<file path="config.mk">
export PLATFORM = sky130hd
export DESIGN_NAME = mem_fetch_stage
export DESIGN_NICKNAME = d
export VERILOG_FILES = /design/src/rtl/mem_fetch_stage.sv
export SDC_FILE = /design/constraint.sdc
export NUM_CORES = 1
export LEC_CHECK = 0
export CELL_PAD_IN_SITES_DETAIL_PLACEMENT = 1
export CELL_PAD_IN_SITES_GLOBAL_PLACEMENT = 1
export CORE_MARGIN = 2
export CORE_UTILIZATION = 32
export DETAILED_ROUTE_END_ITERATION = 8
export GPL_TIMING_DRIVEN = 0
export PLACE_DENSITY_LB_ADDON = 0.12
export SKIP_LAST_GASP = 1
export SLEW_MARGIN = 20
export SYNTH_ARGS = -nofsm -noshare
export SYNTH_HDL_FRONTEND = slang
export SYNTH_SLANG_ARGS = --single-unit
</file>
<file path="constraint.sdc">
create_clock -name clk -period 2.74 [get_ports clk]
set_input_delay 0.548 -clock clk [delete_from_list [all_inputs] [get_ports clk]]
set_output_delay 0.548 -clock clk [all_outputs]
set_load 0.01 [all_outputs]
</file>
<file path="src/rtl/mem_fetch_stage.sv">
// rtl/mem_fetch_stage.sv - memory-side stage: PC/OldPC/Instr/Data registers and request/ready bus access
//
// Ports:
//   clk, rst                 rising-edge clock, synchronous active-high reset
//   PCWrite                  commit Result into PC when not stalled
//   AdrSrc                   address select (0 = PC, 1 = Result)
//   IRWrite, MemWrite        fetch / store strobes (AdrSrc alone with no MemWrite = load)
//   Result, WriteData        next-PC/data address and store data from the datapath
//   mem_req/we/addr/wdata    bus request side
//   mem_rdata, mem_ready     bus response side
//   PC, OldPC, Instr, Data   architectural registers
//   Stall                    holds the control FSM while an access is outstanding
//   bus_err                  sticky access-timeout flag
module mem_fetch_stage #(
    parameter logic [31:0] RESET_PC = 32'h0000_0000,
    parameter int          TIMEOUT  = 16
) (
    input  logic        clk,
    input  logic        rst,
    input  logic        PCWrite,
    input  logic        AdrSrc,
    input  logic        IRWrite,
    input  logic        MemWrite,
    input  logic [31:0] Result,
    input  logic [31:0] WriteData,
    output logic        mem_req,
    output logic        mem_we,
    output logic [31:0] mem_addr,
    output logic [31:0] mem_wdata,
    input  logic [31:0] mem_rdata,
    input  logic        mem_ready,
    output logic [31:0] PC,
    output logic [31:0] OldPC,
    output logic [31:0] Instr,
    output logic [31:0] Data,
    output logic        Stall,
    output logic        bus_err
);

    typedef enum logic {IDLE, BUSY} state_t;
    typedef enum logic [1:0] {KIND_FETCH, KIND_LOAD, KIND_STORE} kind_t;

    localparam logic [7:0] TMAX = 8'(TIMEOUT);

    state_t      state, state_nxt;
    logic [7:0]  wcnt;
    logic [31:0] lat_addr, lat_wdata;
    logic        lat_we;
    kind_t       lat_kind;

    logic        acc;
    kind_t       issue_kind;
    kind_t       commit_kind;
    logic        commit, abort, launch;

    always_comb begin
        acc = IRWrite | MemWrite | (AdrSrc & ~MemWrite);
        // MemWrite wins over IRWrite so the illegal double strobe behaves as a store
        issue_kind = MemWrite ? KIND_STORE : (IRWrite ? KIND_FETCH : KIND_LOAD);

        state_nxt   = state;
        mem_req     = 1'b0;
        mem_we      = 1'b0;
        mem_addr    = lat_addr;
        mem_wdata   = lat_wdata;
        Stall       = 1'b0;
        commit      = 1'b0;
        abort       = 1'b0;
        launch      = 1'b0;
        commit_kind = issue_kind;

        case (state)
            IDLE: begin
                mem_req   = acc;
                mem_we    = MemWrite;
                mem_addr  = AdrSrc ? Result : PC;
                mem_wdata = WriteData;
                if (acc) begin
                    if (mem_ready) begin
                        commit = 1'b1;
                    end else begin
                        launch    = 1'b1;
                        Stall     = 1'b1;
                        state_nxt = BUSY;
                    end
                end
            end
            BUSY: begin
                // Live strobes may already belong to the next control state;
                // the bus sees only the copies captured at issue.
                mem_req     = 1'b1;
                mem_we      = lat_we;
                commit_kind = lat_kind;
                if (mem_ready) begin
                    commit    = 1'b1;
                    state_nxt = IDLE;
                end else if (wcnt == TMAX) begin
                    abort     = 1'b1;
                    state_nxt = IDLE;
                end else begin
                    Stall = 1'b1;
                end
            end
            default: state_nxt = IDLE;
        endcase
    end

    always_ff @(posedge clk) begin
        if (rst) begin
            state     <= IDLE;
            wcnt      <= 8'd0;
            lat_addr  <= 32'd0;
            lat_wdata <= 32'd0;
            lat_we    <= 1'b0;
            lat_kind  <= KIND_FETCH;
            PC        <= RESET_PC;
            OldPC     <= 32'd0;
            Instr     <= 32'd0;
            Data      <= 32'd0;
            bus_err   <= 1'b0;
        end else begin
            state <= state_nxt;

            if (launch) begin
                lat_addr  <= AdrSrc ? Result : PC;
                lat_we    <= MemWrite;
                lat_wdata <= WriteData;
                lat_kind  <= issue_kind;
                wcnt      <= 8'd1;
            end else if (state == BUSY && Stall) begin
                wcnt <= wcnt + 8'd1;
            end

            if (commit) begin
                case (commit_kind)
                    KIND_FETCH: begin
                        Instr <= mem_rdata;
                        OldPC <= PC;
                    end
                    KIND_LOAD: Data <= mem_rdata;
                    default: ;
                endcase
            end

            if (abort) begin
                bus_err <= 1'b1;
            end

            // An aborted access leaves every register untouched, PC included
            if (PCWrite && !Stall && !abort) begin
                PC <= Result;
            end
        end
    end

endmodule
</file>
==> flow_metrics.py, run 1 <==
metrics = {
    "finish": {
        "drive_gt1_frac": 0.134,
        "utilization": 0.464,
        "nets": 1516,
        "area_delta_synth_final_pct": 43.7,
        "final_area_sq_um": 14100,
    },
    "setup_path": {
        "rrSetupSlack_ns": 1.00,
        "crit_family": "buffers and inverters",
        "endpoint_kind": "output port",
        "cp.required_ns": 2.19,
        "endpoint": "mem_addr[11]",
        "path_cells": "buf_4, buf_4, mux2_2, mux2_2, clkdlybuf4s50_1",
        "critPathLaunch": "AdrSrc",
        "cp_max_fo": 10,
        "cp_num_buf_inv": 3,
        "slowest_stage": "clkdlybuf4s50_1",
        "start_kind": "primary input",
        "slowest_delay_ns": 0.49,
        "worstPathArrival_ns": 2.15,
        "r2r-end": "Data[25]",
        "rr_startpoint": "state",
        "reg2regPathDepth": 5,
        "cp.depth": 5,
        "path_class": "primary input to output port",
    },
    "sta": {
        "worst-slew-pin-transition_ns": 0.864,
        "setup-violations-final": 0,
        "fmax_mhz": 370,
        "relSlewSlack": 0.424,
        "finClkSkew_ns": 0.0142,
        "final-max-slew-violation-count": 0,
        "rsz0062_at_grt": "yes",
        "hold_ws_ns": 0.406,
        "setup_ws_ns": 0.0371,
        "timing.final.crit_share": 0.986,
        "fin_crit_ns": 2.70,
        "hold_violations": 0,
    },
    "cts": {
        "root_buffer": "clkbuf_16",
        "path_clk_slew_ns": 0.06,
        "cts_num_sinks": 204,
        "cts_tree": "yes",
        "clock_latency_ns": 0.53,
        "clockBufferDepth": 3,
        "cts_made_buffers": 25,
        "cts.htree.levels": 1,
    },
    "die": {
        "num_io_pins": 299,
        "placementRows": 64,
        "start_util": 0.323,
        "dieArea_sq_um": 32000,
        "die_x_microns": 179,
        "core_sq_um": 30300,
        "die_h_microns": 179,
    },
    "pwr": {
        "pwr_density_cell_nw_per_um2": 561,
        "ir_worst_vdd_v": 0.000389,
        "p_leak_uw": 0.00531,
        "finalPower_uw": 7900,
    },
    "synth": {
        "synth_warnings": 0,
        "synth.ff_latch_count": 204,
        "synth_cell_types": 43,
        "syn_area_per_cell_sq_um": 9.00,
        "synth-seq-area-share": 0.417,
        "synth_edf_count": 0,
        "syn_area_sq_um": 9790,
        "synth_cells": 1088,
        "syn_nets": 1193,
        "ys.flop_type": "dfxtp_1",
        "synthArstFlopShare": 0,
    },
    "worst_hold_path": {
        "hp-class": "primary input to flop",
    },
    "grt": {
        "grt_max_degree": 20,
        "grt.total_usage": 0.222,
        "grt_pass1_vias": 9895,
        "antenna_found_initial": 2,
        "grt_overflow": 0,
        "grt_pass1_wl_mm": 56.2,
    },
    "routing": {
        "vias_per_cell": 5.21,
        "drc": 0,
        "drt_iter0_markers": 333,
        "wl_per_cell_microns": 19.9,
        "dr.pass1.iters": 4,
        "wl_mm": 36.4,
        "ant_nets": 0,
        "dr_total_vias": 9507,
    },
    "place": {
        "dpl_cell_area_sq_um": 13300,
        "place_hpwl_mm": 26.8,
        "numPortBuffers": 296,
        "place_congestion": 0.765,
        "dpl_worst_slack_ns": -0.618,
    },
    "job": {
        "max_cap_violations": 0,
    },
    "outcome": {
        "status": "finished, final reports clean",
    },
}
## cell type report
class / instances / area (sq um)
Antenna cell: 1 / 2.50
Fill cell: 3477 / 16300
Clock buffer: 37 / 721
Sequential cell: 204 / 4090
Inverter: 6 / 22.5
Clock inverter: 8 / 43.8
Buffer: 111 / 587
Timing Repair Buffer: 297 / 2930
Tap cell: 396 / 495
Multi-Input combinational cell: 766 / 5190
## through the flow
stage | instances | TNS (ns)
6_report | 1826 | 0
5_1_grt | 1826 | -0.0417
4_1_cts | 1825 | -0.0766
3_5_place_dp | 1780 | -9.04
3_3_place_gp | 1780 | -8.71
2_1_floorplan | 1088 | 0
## cells in the mapped netlist, types with 2 or more instances
master | n | area share
nor3b_1 | 34 | 0.026
nor2b_1 | 2 | 0.0013
or4_1 | 2 | 0.0015
a21oi_1 | 74 | 0.038
or4b_1 | 30 | 0.031
buf_1 | 8 | 0.0031
nand3_1 | 33 | 0.017
dfxtp_1 | 204 | 0.42
inv_1 | 4 | 0.0015
nand2_1 | 197 | 0.075
o311ai_0 | 2 | 0.0018
inv_2 | 2 | 0.00077
nor2_1 | 2 | 0.00077
o21ai_0 | 37 | 0.019
mux2i_1 | 97 | 0.099
or3_1 | 6 | 0.0038
mux2_2 | 97 | 0.11
o21ai_1 | 3 | 0.0015
o311ai_1 | 30 | 0.027
a31oi_1 | 33 | 0.021
ha_1 | 2 | 0.0026
clkbuf_1 | 60 | 0.023
buf_4 | 10 | 0.0077
o211ai_1 | 2 | 0.0015
buf_2 | 34 | 0.017
or4b_2 | 2 | 0.0020
nor3_1 | 65 | 0.033
## report_power, final
group          internal, uW  switching, uW
clock network          1810           1310
registers              3130            121
logic                   765            760
total                  5710           2190
## metal layers
metal  global-route usage  wire [microns]  vias to the layer above
met5                    0              11                        -
met4               0.0661             879                        2
met3               0.0520            2360                       58
met2                0.371           16500                      262
met1                0.283           16600                     4613
li1                     -               -                     4572
## timing repair
action | CTS | global route
hold buffers | 0 | 0
pin swaps | 1 | 0
endpoints found under the setup margin | 67 | 20
hold endpoints to repair | 0 | 0
gates resized for setup | 74 | 16
setup buffers | 1 | 0
## kinds of logic (layout without fill, tap and decap cells)
group	count (synthesis)	after routing	share of synthesized area
simple gates	383	383	0.202
flops	204	204	0.417
fa+ha+maj	2	2	0.00255
other cells	0	1	0
buf+inv	118	459	0.0534
mux	194	194	0.211
compound gates	187	187	0.115
## sequential cells by signal (all words and copies together), names as in the netlist
| signal | count |
|---|---|
| Data | 32 |
| lat_kind | 1 |
| state | 1 |
| lat_wdata | 32 |
| Instr | 32 |
| bus_err | 1 |
| wcnt | 8 |
| lat_we | 1 |
| PC | 32 |
| lat_addr | 32 |
| OldPC | 32 |
## cell usage in the layout (no fill, tap or decap), types with 2 or more instances in the layout
| cell type | count |
|---|---|
| nor3b_1 | 34 |
| nor2_1 | 2 |
| o311ai_1 | 30 |
| dlygate4sd2_1 | 44 |
| nand3_1 | 33 |
| or4b_1 | 30 |
| nand2_1 | 197 |
| dlymetal6s2s_1 | 8 |
| mux2i_1 | 97 |
| buf_1 | 5 |
| or3_1 | 6 |
| clkbuf_16 | 25 |
| or4_1 | 2 |
| buf_4 | 18 |
| dfxtp_1 | 203 |
| inv_1 | 4 |
| buf_8 | 3 |
| o21ai_2 | 2 |
| nor3_1 | 65 |
| clkbuf_1 | 67 |
| or4b_2 | 2 |
| a31oi_1 | 33 |
| o311ai_0 | 2 |
| clkinv_2 | 7 |
| o21ai_0 | 37 |
| a21oi_1 | 74 |
| clkdlybuf4s50_1 | 243 |
| mux2_2 | 97 |
| o211ai_1 | 2 |
| nor2b_1 | 2 |
| buf_6 | 4 |
| inv_2 | 2 |
| clkbuf_8 | 5 |
| ha_1 | 2 |
| buf_2 | 21 |
| o21ai_1 | 2 |
## worst min-delay path, delay by kind of cell
kind                   cells  cell delay [ns]
AOI/OAI and AO/OA          1             0.06
buffers and inverters      1             0.17
and+or+nand+nor            1             0.09
## how the worst min path moves through the flow
stage	start	end	depth (start not counted)
after floorplan	lat_wdata[0]	lat_wdata[0]	2
after global placement	OldPC[8]	OldPC[8]	2
after detailed placement	OldPC[1]	OldPC[1]	2
after CTS	OldPC[22]	OldPC[22]	2
after global routing	MemWrite	lat_we	3
final	MemWrite	lat_we	3
Note: power is estimated with default switching activity, not from simulation.
==> run 2: changes to the inputs <==
--- a/config.mk
+++ b/config.mk
@@ -13,7 +13,6 @@
 export GPL_TIMING_DRIVEN = 0
 export PLACE_DENSITY_LB_ADDON = 0.12
 export SKIP_LAST_GASP = 1
-export SLEW_MARGIN = 20
 export SYNTH_ARGS = -nofsm -noshare
 export SYNTH_HDL_FRONTEND = slang
 export SYNTH_SLANG_ARGS = --single-unit
==> results of run 2 <==
No change in the layout: final DEF, timing and power equal those of run 1.
==> run 3: changes to the inputs <==
--- a/config.mk
+++ b/config.mk
@@ -5,6 +5,7 @@
 export SDC_FILE = /design/constraint.sdc
 export NUM_CORES = 1
 export LEC_CHECK = 0
+export ABC_CLOCK_PERIOD_IN_PS = 2740
 export CELL_PAD_IN_SITES_DETAIL_PLACEMENT = 1
 export CELL_PAD_IN_SITES_GLOBAL_PLACEMENT = 1
 export CORE_MARGIN = 2
==> results of run 3 <==
No change in the layout: final DEF, timing and power equal those of run 1.
